## config.mk

```make
export PLATFORM = sky130hd
export DESIGN_NAME = uart_loader
export DESIGN_NICKNAME = d
export VERILOG_FILES = /design/src/rtl/odeeen_pkg.sv /design/src/rtl/uart_rx.sv /design/src/rtl/uart_loader.sv
export SDC_FILE = /design/constraint.sdc
export NUM_CORES = 1
export LEC_CHECK = 0
export BUFFER_PORTS_ARGS = -buffer_cell sky130_fd_sc_hd__buf_2
export CORE_MARGIN = 5
export CORE_UTILIZATION = 40
export CTS_CLUSTER_SIZE = 24
export DETAILED_ROUTE_END_ITERATION = 7
export PLACE_DENSITY_LB_ADDON = 0.3
export RECOVER_POWER = 25
export SETUP_SLACK_MARGIN = 0.1
export SYNTH_ARGS = -nofsm -noshare
export SYNTH_HDL_FRONTEND = slang
export SYNTH_SLANG_ARGS = --single-unit
```

## constraint.sdc

```tcl
create_clock -name clk -period 4.7 [get_ports clk]
set_clock_uncertainty 0.2 [all_clocks]
set_input_delay 0.47 -clock clk [delete_from_list [all_inputs] [get_ports clk]]
set_output_delay 0.47 -clock clk [all_outputs]
set_load 0.05 [all_outputs]
```

## src/rtl/odeeen_pkg.sv

```systemverilog
// odeeen_pkg: loader command bytes and state encodings.
// Shared by uart_rx and uart_loader.
package odeeen_pkg;

  localparam logic [7:0] CMD_WRITE  = 8'hA5;
  localparam logic [7:0] CMD_FINISH = 8'h5A;

  typedef enum logic [2:0] {
    ST_IDLE,
    ST_ADDR,
    ST_DATA,
    ST_SUM,
    ST_WRITE,
    ST_DONE
  } ld_state_e;

  typedef enum logic [1:0] {
    RX_IDLE,
    RX_START,
    RX_DATA,
    RX_STOP
  } rx_state_e;

endpackage

```

## src/rtl/uart_rx.sv

```systemverilog
// uart_rx: 8N1 receiver, two-flop synchroniser, mid-bit sampling.
// Emits a one-cycle byte_valid or frame_err per received frame.
module uart_rx
  import odeeen_pkg::*;
#(
  parameter int DIV = 217
) (
  input  logic       clk,
  input  logic       reset_n,
  input  logic       rx,
  output logic       byte_valid,
  output logic [7:0] byte_data,
  output logic       frame_err
);

  localparam int CW = $clog2(DIV + 1);
  localparam logic [CW-1:0] HALF = CW'(DIV / 2 - 1);
  localparam logic [CW-1:0] FULL = CW'(DIV - 1);

  rx_state_e     st_q, st_d;
  logic [CW-1:0] cnt_q, cnt_d;
  logic [2:0]    bit_q, bit_d;
  logic [7:0]    shift_q, shift_d;
  logic [7:0]    data_q, data_d;
  logic          valid_q, valid_d;
  logic          err_q, err_d;
  logic          sync1_q, sync2_q, prev_q;

  always_comb begin
    st_d    = st_q;
    cnt_d   = cnt_q;
    bit_d   = bit_q;
    shift_d = shift_q;
    data_d  = data_q;
    valid_d = 1'b0;
    err_d   = 1'b0;
    unique case (st_q)
      RX_IDLE: begin
        if (prev_q && !sync2_q) begin
          st_d  = RX_START;
          cnt_d = HALF;
        end
      end
      RX_START: begin
        if (cnt_q == '0) begin
          // glitch shorter than half a bit is not a start bit
          if (sync2_q) begin
            st_d = RX_IDLE;
          end else begin
            st_d  = RX_DATA;
            cnt_d = FULL;
            bit_d = '0;
          end
        end else begin
          cnt_d = cnt_q - CW'(1);
        end
      end
      RX_DATA: begin
        if (cnt_q == '0) begin
          shift_d = {sync2_q, shift_q[7:1]};
          cnt_d   = FULL;
          bit_d   = bit_q + 3'd1;
          if (bit_q == 3'd7) st_d = RX_STOP;
        end else begin
          cnt_d = cnt_q - CW'(1);
        end
      end
      RX_STOP: begin
        if (cnt_q == '0) begin
          st_d = RX_IDLE;
          if (sync2_q) begin
            valid_d = 1'b1;
            data_d  = shift_q;
          end else begin
            err_d = 1'b1;
          end
        end else begin
          cnt_d = cnt_q - CW'(1);
        end
      end
      default: st_d = RX_IDLE;
    endcase
  end

  always_ff @(posedge clk or negedge reset_n) begin
    if (!reset_n) begin
      st_q    <= RX_IDLE;
      cnt_q   <= '0;
      bit_q   <= '0;
      shift_q <= '0;
      data_q  <= '0;
      valid_q <= 1'b0;
      err_q   <= 1'b0;
      sync1_q <= 1'b1;
      sync2_q <= 1'b1;
      prev_q  <= 1'b1;
    end else begin
      st_q    <= st_d;
      cnt_q   <= cnt_d;
      bit_q   <= bit_d;
      shift_q <= shift_d;
      data_q  <= data_d;
      valid_q <= valid_d;
      err_q   <= err_d;
      sync1_q <= rx;
      sync2_q <= sync1_q;
      prev_q  <= sync2_q;
    end
  end

  assign byte_valid = valid_q;
  assign byte_data  = data_q;
  assign frame_err  = err_q;

endmodule

```

## src/rtl/uart_loader.sv

```systemverilog
// uart_loader: serial boot loader writing words onto a valid/ready bus.
// Define UART_LOADER_CHECKSUM_EN to require an XOR checksum byte per frame.
module uart_loader
  import odeeen_pkg::*;
#(
  parameter int CLK_HZ = 25000000,
  parameter int BAUD   = 115200
) (
  input  logic        clk,
  input  logic        reset_n,
  input  logic        rx,
  output logic        mem_valid,
  output logic        mem_instr,
  input  logic        mem_ready,
  output logic [31:0] mem_addr,
  output logic [31:0] mem_wdata,
  output logic [3:0]  mem_wstrb,
  input  logic [31:0] mem_rdata,
  output logic        cpu_hold,
  output logic        error
);

  localparam int DIV = CLK_HZ / BAUD;

  logic       byte_valid, frame_err;
  logic [7:0] byte_data;

  uart_rx #(.DIV(DIV)) u_rx (
    .clk        (clk),
    .reset_n    (reset_n),
    .rx         (rx),
    .byte_valid (byte_valid),
    .byte_data  (byte_data),
    .frame_err  (frame_err)
  );

  ld_state_e   st_q, st_d;
  logic [1:0]  cnt_q, cnt_d;
  logic [31:0] addr_q, addr_d;
  logic [31:0] wdata_q, wdata_d;
  logic        valid_q, valid_d;
  logic [3:0]  wstrb_q, wstrb_d;
  logic        hold_q, hold_d;
  logic        err_q, err_d;
  logic        buf_vld_q, buf_vld_d;
  logic [7:0]  buf_q, buf_d;
  logic        take, in_vld;
  logic [7:0]  in_b;
  logic        rdata_unused;
`ifdef UART_LOADER_CHECKSUM_EN
  logic [7:0]  sum_q, sum_d;
`endif

  assign rdata_unused = ^mem_rdata;

  always_comb begin
    st_d      = st_q;
    cnt_d     = cnt_q;
    addr_d    = addr_q;
    wdata_d   = wdata_q;
    valid_d   = valid_q;
    wstrb_d   = wstrb_q;
    hold_d    = hold_q;
    err_d     = err_q | frame_err;
    buf_vld_d = buf_vld_q;
    buf_d     = buf_q;
    in_vld    = 1'b0;
    in_b      = byte_data;
`ifdef UART_LOADER_CHECKSUM_EN
    sum_d     = sum_q;
`endif
    take = (st_q != ST_WRITE) && (st_q != ST_DONE);
    if (take && buf_vld_q) begin
      in_vld    = 1'b1;
      in_b      = buf_q;
      buf_vld_d = 1'b0;
    end else if (take && byte_valid) begin
      in_vld = 1'b1;
    end
    // park a byte that cannot be consumed this cycle
    if (byte_valid && st_q != ST_DONE && !(take && !buf_vld_q)) begin
      if (buf_vld_d) begin
        err_d = 1'b1;
      end else begin
        buf_vld_d = 1'b1;
        buf_d     = byte_data;
      end
    end
    unique case (st_q)
      ST_IDLE: begin
        if (in_vld) begin
          unique case (1'b1)
            (in_b == CMD_WRITE): begin
              st_d  = ST_ADDR;
              cnt_d = 2'd0;
`ifdef UART_LOADER_CHECKSUM_EN
              sum_d = 8'h00;
`endif
            end
            (in_b == CMD_FINISH): begin
              st_d   = ST_DONE;
              hold_d = 1'b0;
            end
            default: ;
          endcase
        end
      end
      ST_ADDR: begin
        if (in_vld) begin
          addr_d = {in_b, addr_q[31:8]};
          cnt_d  = cnt_q + 2'd1;
`ifdef UART_LOADER_CHECKSUM_EN
          sum_d  = sum_q ^ in_b;
`endif
          if (cnt_q == 2'd3) st_d = ST_DATA;
        end
      end
      ST_DATA: begin
        if (in_vld) begin
          wdata_d = {in_b, wdata_q[31:8]};
          cnt_d   = cnt_q + 2'd1;
`ifdef UART_LOADER_CHECKSUM_EN
          sum_d   = sum_q ^ in_b;
          if (cnt_q == 2'd3) st_d = ST_SUM;
`else
          if (cnt_q == 2'd3) begin
            st_d    = ST_WRITE;
            valid_d = 1'b1;
            wstrb_d = 4'b1111;
          end
`endif
        end
      end
      ST_SUM: begin
`ifdef UART_LOADER_CHECKSUM_EN
        if (in_vld) begin
          if (in_b == sum_q) begin
            st_d    = ST_WRITE;
            valid_d = 1'b1;
            wstrb_d = 4'b1111;
          end else begin
            st_d  = ST_IDLE;
            err_d = 1'b1;
          end
        end
`else
        st_d = ST_IDLE;
`endif
      end
      ST_WRITE: begin
        if (valid_q && mem_ready) begin
          st_d    = ST_IDLE;
          valid_d = 1'b0;
          wstrb_d = 4'b0000;
        end
      end
      ST_DONE: ;
      default: st_d = ST_IDLE;
    endcase
  end

  always_ff @(posedge clk or negedge reset_n) begin
    if (!reset_n) begin
      st_q      <= ST_IDLE;
      cnt_q     <= 2'd0;
      addr_q    <= '0;
      wdata_q   <= '0;
      valid_q   <= 1'b0;
      wstrb_q   <= 4'b0000;
      hold_q    <= 1'b1;
      err_q     <= 1'b0;
      buf_vld_q <= 1'b0;
      buf_q     <= '0;
`ifdef UART_LOADER_CHECKSUM_EN
      sum_q     <= '0;
`endif
    end else begin
      st_q      <= st_d;
      cnt_q     <= cnt_d;
      addr_q    <= addr_d;
      wdata_q   <= wdata_d;
      valid_q   <= valid_d;
      wstrb_q   <= wstrb_d;
      hold_q    <= hold_d;
      err_q     <= err_d;
      buf_vld_q <= buf_vld_d;
      buf_q     <= buf_d;
`ifdef UART_LOADER_CHECKSUM_EN
      sum_q     <= sum_d;
`endif
    end
  end

  assign mem_valid = valid_q;
  assign mem_instr = 1'b0;
  assign mem_addr  = addr_q;
  assign mem_wdata = wdata_q;
  assign mem_wstrb = wstrb_q;
  assign cpu_hold  = hold_q;
  assign error     = err_q;

endmodule
```

==> results of run 1 <==
-- synth_stat cells (7+ instances only) --
cell type and instances:
dfrtp_1 111, mux2_2 65, nor2_1 33, a21oi_1 20
nand2_1 14, inv_1 12, o21ai_0 12, ha_1 8
mux2_4 8, mux2i_1 8, nor3_1 8, nor4bb_1 8
buf_2 7, clkbuf_1 7
-- worst max-delay path, cell delays in order, from the launching register on --
cell and delay (ns):
dfrtp_1 0.39, inv_1 0.08, ha_1 0.24, or4b_4 0.54, nor2_4 0.17, and3_4 0.31
mux2_4 0.32
-- cell families after synthesis --
kind of cell	after synthesis	synth area share [%]
multiplexers	81	18.40
AO/OA/AOI/OAI	76	10.15
other	1	0.07400
XOR/XNOR	1	0.1729
AND/OR/NAND/NOR	86	9.210
buffers and inverters	32	3.136
adder cells (fa/ha/maj)	8	1.975
flip-flops	115	56.89
-- worst min path at each step --
stage,startpoint,endpoint,depth (start not counted)
floorplan,reset_n,async pin,0
global placement,u_rx.sync1_q,u_rx.sync2_q,0
detailed placement,u_rx.sync1_q,u_rx.sync2_q,0
CTS,reset_n,mem_wdata[5],1
global route,u_rx.sync1_q,u_rx.sync2_q,0
finish,u_rx.sync1_q,u_rx.sync2_q,0
-- power by group --
group          total, uW  internal [uW]  switching, uW  leakage (uW)
sequential          1110           1050           59.1       0.00157
clock               1380            938            444      0.000311
combinational        481            192            289       0.00131
-- flip-flops by register name (all words and copies together) (netlist names), 2 cells and up, named ones only --
register	flops
st_q	3
buf_q	8
u_rx.bit_q	3
u_rx.shift_q	8
mem_addr	32
mem_wdata	32
cnt_q	2
u_rx.cnt_q	8
u_rx.byte_data	8
-- cell type report --
type / count / share of cell area [%]
Inverter: 12 / 0.7249
Timing Repair Buffer: 77 / 6.363
Clock buffer: 18 / 6.907
Tap cell: 172 / 3.464
Multi-Input combinational cell: 253 / 32.80
Sequential cell: 115 / 46.40
Clock inverter: 13 / 3.343
-- per-stage QoR --
step	util [%]	setup slack (ns)	total power, uW	std cells	area, sq um
after floorplan	-	2.479	1473	400	5067
after global placement	44.49	2.389	1575	628	5569
after detailed placement	44.49	2.325	1597	628	5569
after CTS	49.66	2.318	2996	660	6216
after global routing	49.64	2.037	3109	660	6213
final	49.64	2.314	2969	660	6213
-- what timing repair did --
item / in CTS / in global routing
resized for setup: 0 / 0
hold buffers: 1 / 0
hold endpoints to repair: 1 / 0
setup buffers: 0 / 0
-- routing by layer --
metal / wire (microns) / part of all wire, % / global-route usage [%]
met3: 482 / 5.0 / 4.194
met4: 140 / 1.5 / 5.178
met2: 4627 / 48 / 21.61
met1: 4371 / 45 / 16.91
met5: 0 / 0 / 0
==> summary.json, run 1 <==
{
  "vdd_drop_max_uv": 420.4,
  "number_of_buffers_created_by_cts": 17,
  "std_cell_rows": 41,
  "vias_after_detailed_routing": 3371,
  "grt_start_max_net_pins": 82,
  "hold_violations": 0,
  "powerDensity_nw_per_um2": 477.8,
  "die_y_microns": 122.6,
  "synth-edff-count": 0,
  "cts.reportedPaths.clkPinSlew_ns": 0.05,
  "dominantRegCellSynth": "dfrtp_1",
  "status": "finished with violations",
  "nets": 520,
  "worst_setup_path_start_kind": "flip-flop",
  "routedWlPerCell_microns": 14.58,
  "reg_to_reg_startpoint": "u_rx.cnt_q[0]",
  "dieArea_sq_um": 15020,
  "cp-end-kind": "flip-flop",
  "worst-r2r-setup-slack_ns": 2.31,
  "io_buffer_count": 74,
  "grt.total_usage_pct": 13.40,
  "critical_path.reg2reg.endpoint": "u_rx.byte_data[6]",
  "hold_path_class": "reg -> reg",
  "synth_fp_nets": 444,
  "h-tree-depth": 4,
  "fin_hold_ws_ns": 0.1605,
  "antennaDiodeCount": 0,
  "syn-cell-area_sq_um": 5067,
  "endpoint": "u_rx.byte_data[6]",
  "fillCellCount": 1105,
  "insertion_delay_to_the_later_sink_of_the_worst_skew_pair_ns": 0.41,
  "wirelength_mm": 9.621,
  "timing.reg2reg.worst_path_depth": 6,
  "finalMaxSlewViolations": 82,
  "mostFrequentLayoutCell": "dfrtp_1",
  "maxCapViolations": 1,
  "initial_standard_cell_utilization_of_the_core_pct": 40.48,
  "ys_async_sr_fraction_pct": 100.0,
  "yosys.area.top_type_share_pct": 54.81,
  "grt_antenna_before_repair": 0,
  "syn_area_per_cell_sq_um": 12.67,
  "timing_worst_slew_pin_value_ns": 1.980,
  "setup-violations-final": 0,
  "ys_types": 52,
  "min_period_over_period_pct": 50.77,
  "syn-instance-count": 400,
  "sequential_share_of_the_synthesized_area_pct": 56.89,
  "crit_path_max_fanout": 9,
  "routabilityCongestion": 0.8263,
  "first_pass_grt_wire_length_mm": 15.97,
  "drt_drc_violations_left": 0,
  "clockBufferDepth": 2,
  "vias_in_the_first_global_route": 3277,
  "core_sq_um": 12520,
  "setup_tns_after_final_layout_ns": 0,
  "dpl.hpwl_mm": 6.634,
  "drtAntennaViolNets": 0,
  "crit_arrival_ns": 2.47,
  "kind_of_critical_path": "reg -> reg",
  "die-width_microns": 122.6,
  "dr.first_iter.drc_count": 133,
  "power.leakage_uw": 0.003189,
  "final-seq-area_sq_um": 2883,
  "area_taken_by_multi_input_logic_gates_sq_um": 2038,
  "total_congestion_overflow": 0,
  "synth_top_cell_by_area": "dfrtp_1",
  "max_freq_ghz": 0.4191,
  "crit_path_start": "u_rx.cnt_q[0]",
  "vias_per_std_cell": 5.108,
  "violated_checks": "capacitance limit, slew limit",
  "clock_sinks": 115,
  "cts_tree": "done",
  "ios": 108,
  "max-slew-margin-rel_pct": -31.98,
  "drt_pre_antenna_iters": 5,
  "areaGrowthSynthToFinish_pct": 22.62,
  "synth-seq-cells": 115,
  "min_period_ns": 2.386,
  "number_of_synthesis_warnings": 0,
  "final_layout_size_suffix_gt1_share_pct": 39.75,
  "rsz0062_at_grt": "false",
  "cts.root.buffer_cell": "clkbuf_16",
  "cp_data_required_time_ns": 4.78,
  "netlist_top_cells_area": "dfrtp_1 (55%), mux2_2 (14%), nor2_1 (2.4%), mux2_4 (2.4%), dfstp_2 (2.1%)",
  "layout.cells.most_common_list": "dfrtp_1 (111), buf_2 (73), mux2_2 (65)"
}
No activity file was read; power rests on OpenSTA's default activity.
==> run 2: changes to the inputs <==
==> constraint.sdc (replaced) <==
create_clock -name clk -period 2.4 [get_ports clk]
set_clock_uncertainty 0.2 [all_clocks]
set_input_delay 0.24 -clock clk [delete_from_list [all_inputs] [get_ports clk]]
set_output_delay 0.24 -clock clk [all_outputs]
set_load 0.05 [all_outputs]
==> run 2 against run 1 <==
Against the previous run: the run now ends clean; cell area is 1.6% higher; total power is 89% higher; non-clock buffer count is 9 higher; via count is 1.2% higher; highest routed layer unchanged; sequential power is 95% higher; first-iteration DRC count is 67% higher; die area stayed put.
==> summary.json, run 2 (synthesized netlist as in run 1, its figures left out) <==
{
  "dpl.hpwl_mm": 6.998,
  "layout.cells.most_common_list": "dfrtp_1 (111), buf_2 (73), mux2_2 (65)",
  "core_sq_um": 12520,
  "wirelength_mm": 10.23,
  "placed_area_sq_um": 5652,
  "finalMaxSlewViolations": 0,
  "clock_sinks": 115,
  "std_cell_rows": 41,
  "die-width_microns": 122.6,
  "final-seq-area_sq_um": 2883,
  "min_period_over_period_pct": 93.66,
  "first_pass_grt_wire_length_mm": 16.94,
  "number_of_buffers_created_by_cts": 17,
  "area_taken_by_multi_input_logic_gates_sq_um": 2083,
  "vias_in_the_first_global_route": 3448,
  "setup_tns_after_final_layout_ns": 0,
  "areaGrowthSynthToFinish_pct": 24.54,
  "io_buffer_count": 74,
  "place_worst_setup_slack_ns": 0.08817,
  "cp-end-kind": "flip-flop",
  "ios": 108,
  "grt_antenna_before_repair": 0,
  "nets": 530,
  "top_layer_used": "met4",
  "met2WireLength_mm": 5.197,
  "grt.total_usage_pct": 14.23,
  "setup-violations-final": 0,
  "status": "completed",
  "h-tree-depth": 4,
  "final_core_utilization_pct": 50.42,
  "max-slew-margin-rel_pct": 30.81,
  "insertion_delay_to_the_later_sink_of_the_worst_skew_pair_ns": 0.41,
  "cp_data_required_time_ns": 2.48,
  "routabilityCongestion": 0.7583,
  "wirelength_met1_mm": 4.498,
  "dr.first_iter.drc_count": 222,
  "hold_violations": 0,
  "power.leakage_uw": 0.003228,
  "min_period_ns": 2.248,
  "internal_power_uw": 3966,
  "power_switching_share_pct": 29.31,
  "worst_setup_path_start_kind": "flip-flop",
  "cts.reportedPaths.clkPinSlew_ns": 0.06,
  "cts.root.buffer_cell": "clkbuf_16",
  "routedWlPerCell_microns": 15.25,
  "drt_pre_antenna_iters": 4,
  "fillCellCount": 1128,
  "initial_standard_cell_utilization_of_the_core_pct": 40.48,
  "grt_start_max_net_pins": 52,
  "rsz0062_at_grt": "false",
  "antennaDiodeCount": 0,
  "final_layout_size_suffix_gt1_share_pct": 41.28,
  "mostFrequentLayoutCell": "dfrtp_1",
  "die_y_microns": 122.6,
  "max_freq_ghz": 0.4449,
  "timing_worst_slew_pin_value_ns": 1.038,
  "maxCapViolations": 0,
  "hold_path_class": "reg -> reg",
  "post_route_setup_slack_ns": 0.1521,
  "powerDensity_nw_per_um2": 889.0,
  "cts_tree": "done",
  "p_switching_uw": 1644,
  "clockBufferDepth": 2,
  "clockPowerShare_pct": 43.0,
  "postLayoutCellArea_sq_um": 6311,
  "p_seq_share_pct": 38.6,
  "crit_arrival_ns": 2.33,
  "detailroute.wirelength.met3_microns": 427,
  "dieArea_sq_um": 15020,
  "vdd_drop_max_uv": 657.1,
  "kind_of_critical_path": "reg -> reg",
  "crit_path_max_fanout": 6,
  "vias_per_std_cell": 5.083,
  "total_congestion_overflow": 0,
  "drt_drc_violations_left": 0,
  "p_comb_share_pct": 18.4,
  "vias_after_detailed_routing": 3411,
  "drtAntennaViolNets": 0
}
[run 2: changes by cell type in the layout (fill, tap and decap cells not counted), sizes merged]
cell         before  now
and3              2    3
buf              75   82
bufinv            5    1
clkbuf           19   20
clkinv            5    6
clkinvlp          1    4
dlygate4sd3       1    3
[run 2: critical path: stages, from the launching register on]
cell,delay [ns]
dfrtp_1,0.39
inv_1,0.12
ha_4,0.17
or4b_4,0.51
nor2_4,0.16
and3_4,0.26
mux2_4,0.31
[run 2: worst paths after layout]
path,from,end,slack (ns),depth (start not counted)
setup / recovery,u_rx.cnt_q[0],u_rx.byte_data[6],0.15,6
hold / removal,u_rx.sync1_q,u_rx.sync2_q,0.16,0
setup reg to reg,u_rx.cnt_q[0],u_rx.byte_data[6],0.15,6
hold reg to reg,u_rx.sync1_q,u_rx.sync2_q,0.16,0
max in group asynchronous,reset_n,u_rx.sync2_q,0.66,3
min in group asynchronous,reset_n,mem_wdata[13],0.35,2
[run 2: through the flow]
step | power (uW) | hold slack, ns | std cells
2_1_floorplan | 2884 | -0.2556 | 400
3_3_place_gp | 3111 | 0.05679 | 634
3_5_place_dp | 3166 | 0.06497 | 634
4_1_cts | 5620 | 0.1577 | 671
5_1_grt | 5912 | 0.1670 | 671
6_report | 5611 | 0.1624 | 671
[run 2: power groups by stage]
stage	combinational (uW)	sequential, uW	clock [uW]
finish	1030	2170	2410
global route	1170	2180	2560
CTS	995	2160	2470
detailed placement	977	2190	0
global placement	929	2180	0
floorplan	696	2190	0
[run 2: metal layers]
metal | GRT usage, % | vias to the layer above
li1 | - | 1620
met1 | 17.89 | 1710
met5 | 0 | -
met3 | 3.641 | 10
met4 | 5.318 | 0
met2 | 23.70 | 71
[run 2: area by class of cell]
type,instances,share of cell area [%]
flip-flops and latches,115,45.68
multi-input cells,254,33.01
repair buffers,86,8.010
clock buffers,19,7.177
well taps,172,3.410
clock inverters,13,2.002
inverters,12,0.7137
[run 2: timing repair]
item                                    in CTS  in global routing
endpoints found under the setup margin       8                 20
gates cloned                                 1                  0
gates resized for setup                      1                  5
hold endpoints to repair                    40                  0
hold buffers                                 3                  0
pin swaps                                    0                  1
buffers inserted                             1                  0
==> run 3: changes to the inputs <==
--- a/config.mk
+++ b/config.mk
@@ -5,11 +5,11 @@
 export SDC_FILE = /design/constraint.sdc
 export NUM_CORES = 1
 export LEC_CHECK = 0
-export BUFFER_PORTS_ARGS = -buffer_cell sky130_fd_sc_hd__buf_2
 export CORE_MARGIN = 5
 export CORE_UTILIZATION = 40
 export CTS_CLUSTER_SIZE = 24
 export DETAILED_ROUTE_END_ITERATION = 7
+export DONT_BUFFER_PORTS = 1
 export PLACE_DENSITY_LB_ADDON = 0.3
 export RECOVER_POWER = 25
 export SETUP_SLACK_MARGIN = 0.1
==> run 3 against run 2 <==
Against the previous run: the run now ends with hold timing left; sequential power about the same; die area unchanged; cell count decreased by 11%; cell area decreased by 6.5%; utilization decreased by 3.3 points; total power decreased by 0.99%; non-clock buffer count decreased by 76; flip-flop and latch count unchanged; sequential share of layout area increased by 3.2 points; critical endpoint is now u_rx.byte_data[4]; highest routed layer unchanged.
==> summary.json, run 3 (synthesized netlist as in run 1, its figures left out) <==
{
  "status": "finished with violations",
  "violated_checks": "hold timing",
  "setup-violations-final": 0,
  "grt_start_max_net_pins": 116,
  "drtAntennaViolNets": 0,
  "numPlacedInstances": 559,
  "antennaDiodeCount": 0,
  "finalMaxSlewViolations": 0,
  "max-slew-margin-rel_pct": 57.63,
  "dr.first_iter.drc_count": 176,
  "maxCapViolations": 0,
  "crit_arrival_ns": 2.33,
  "vias_in_the_first_global_route": 3050,
  "dieArea_sq_um": 15020,
  "setup_tns_after_final_layout_ns": 0,
  "max_freq_ghz": 0.4461,
  "power.leakage_uw": 0.002830,
  "vias_after_detailed_routing": 3096,
  "clock_sinks": 115,
  "kind_of_critical_path": "reg -> reg",
  "clockBufferDepth": 2,
  "ios": 108,
  "layout.cells.most_common_list": "dfrtp_1 (110), mux2_2 (65), nor2_1 (32)",
  "min_period_over_period_pct": 93.41,
  "cp_data_required_time_ns": 2.49,
  "ctsHoldBuffers": 2,
  "timing_worst_slew_pin_value_ns": 0.6356,
  "nets": 454,
  "crit_path_max_fanout": 6,
  "insertion_delay_to_the_later_sink_of_the_worst_skew_pair_ns": 0.41,
  "hold_path_class": "in -> async",
  "h-tree-depth": 4,
  "final_layout_size_suffix_gt1_share_pct": 31.04,
  "grt.total_usage_pct": 12.81,
  "dpl.hpwl_mm": 6.314,
  "instances_no_fill": 594,
  "timing.reg2reg.worst_path_depth": 6,
  "routedWlPerCell_microns": 15.95,
  "areaGrowthSynthToFinish_pct": 16.49,
  "first_pass_grt_wire_length_mm": 15.02,
  "cts_tree": "done",
  "critical_path.reg2reg.endpoint": "u_rx.byte_data[4]",
  "vias_per_std_cell": 5.212,
  "io_buffer_count": 0,
  "worst-r2r-setup-slack_ns": 0.16,
  "cts.root.buffer_cell": "clkbuf_16",
  "core_sq_um": 12520,
  "hold_violations": 115,
  "die_y_microns": 122.6,
  "worst_setup_path_start_kind": "flip-flop",
  "powerDensity_nw_per_um2": 941.0,
  "drt_pre_antenna_iters": 4,
  "mostFrequentLayoutCell": "dfrtp_1",
  "vdd_drop_max_uv": 616.1,
  "drt_drc_violations_left": 0,
  "die-width_microns": 122.6,
  "number_of_buffers_created_by_cts": 17,
  "initial_standard_cell_utilization_of_the_core_pct": 40.48,
  "rsz0062_at_grt": "true",
  "wirelength_mm": 9.477,
  "std_cell_rows": 41,
  "total_congestion_overflow": 0,
  "fin_hold_ws_ns": -0.6744,
  "reg_to_reg_startpoint": "u_rx.cnt_q[0]",
  "cts.reportedPaths.clkPinSlew_ns": 0.06,
  "grt_antenna_before_repair": 0,
  "min_period_ns": 2.242,
  "cp-end-kind": "flip-flop",
  "routabilityCongestion": 0.8264
}
run 3: worst max-delay path by stage:
stage | from | endpoint | slack (ns) | cells after the start
after detailed placement | u_rx.cnt_q[0] | u_rx.byte_data[0] | 0.1 | 6
final | u_rx.cnt_q[0] | u_rx.byte_data[4] | 0.16 | 6
after global routing | u_rx.cnt_q[0] | u_rx.byte_data[5] | 0.1 | 6
after floorplan | u_rx.cnt_q[0] | u_rx.byte_data[0] | 0.18 | 7
after global placement | u_rx.cnt_q[0] | u_rx.byte_data[1] | 0.13 | 6
after CTS | u_rx.cnt_q[0] | u_rx.byte_data[3] | 0.10 | 6
run 3: worst max-delay path, cell delays in order (launching register included):
cell	delay [ns]
dfrtp_1	0.39
inv_1	0.08
ha_2	0.23
or4b_4	0.52
nor2_4	0.15
and3_2	0.26
mux2_4	0.31
run 3: routing by layer:
| layer | global-route usage [%] | part of all wire (%) | wire, microns |
|---|---|---|---|
| met1 | 15.32 | 43 | 4056 |
| met2 | 20.68 | 49 | 4614 |
| met3 | 4.516 | 6.6 | 624 |
| met4 | 6.088 | 1.9 | 182 |
| met5 | 0 | 0 | 0 |
run 3: per-stage QoR:
stage               hold WS (ns)  cell area, sq um  worst slack [ns]  total power, uW  utilization (%)
finish                   -0.6744              5903            0.1582             5555            47.16
global route             -0.6993              5903           0.09761             5812            47.16
CTS                      -0.6951              5879            0.1029             5581            46.97
detailed placement       -0.2501              5273           0.09789             3093            42.12
global placement         -0.2504              5273            0.1345             3057            42.12
floorplan                -0.2556              5067            0.1789             2884                -
run 3: layout make-up:
class / instances / area, sq um
Clock buffer: 17 / 425.4
Clock inverter: 14 / 153.9
Fill cell: 1135 / 6614
Inverter: 12 / 45.04
Multi-Input combinational cell: 254 / 2062
Sequential cell: 115 / 2884
Tap cell: 172 / 215.2
Timing Repair Buffer: 10 / 117.6
run 3: where the power goes:
part,leakage [uW],switching [uW],internal (uW),total (uW)
combinational,0.000980,517,403,920
clock,0.000276,912,1530,2440
sequential,0.00157,144,2050,2190
total,0.00283,1570,3980,5560
run 3: repair_timing:
action,in CTS,in global routing
setup endpoints to repair,8,19
resized for setup,0,3
endpoints found under the hold margin,118,115
gates cloned,0,1
buffers inserted,1,0
pin swaps,1,0
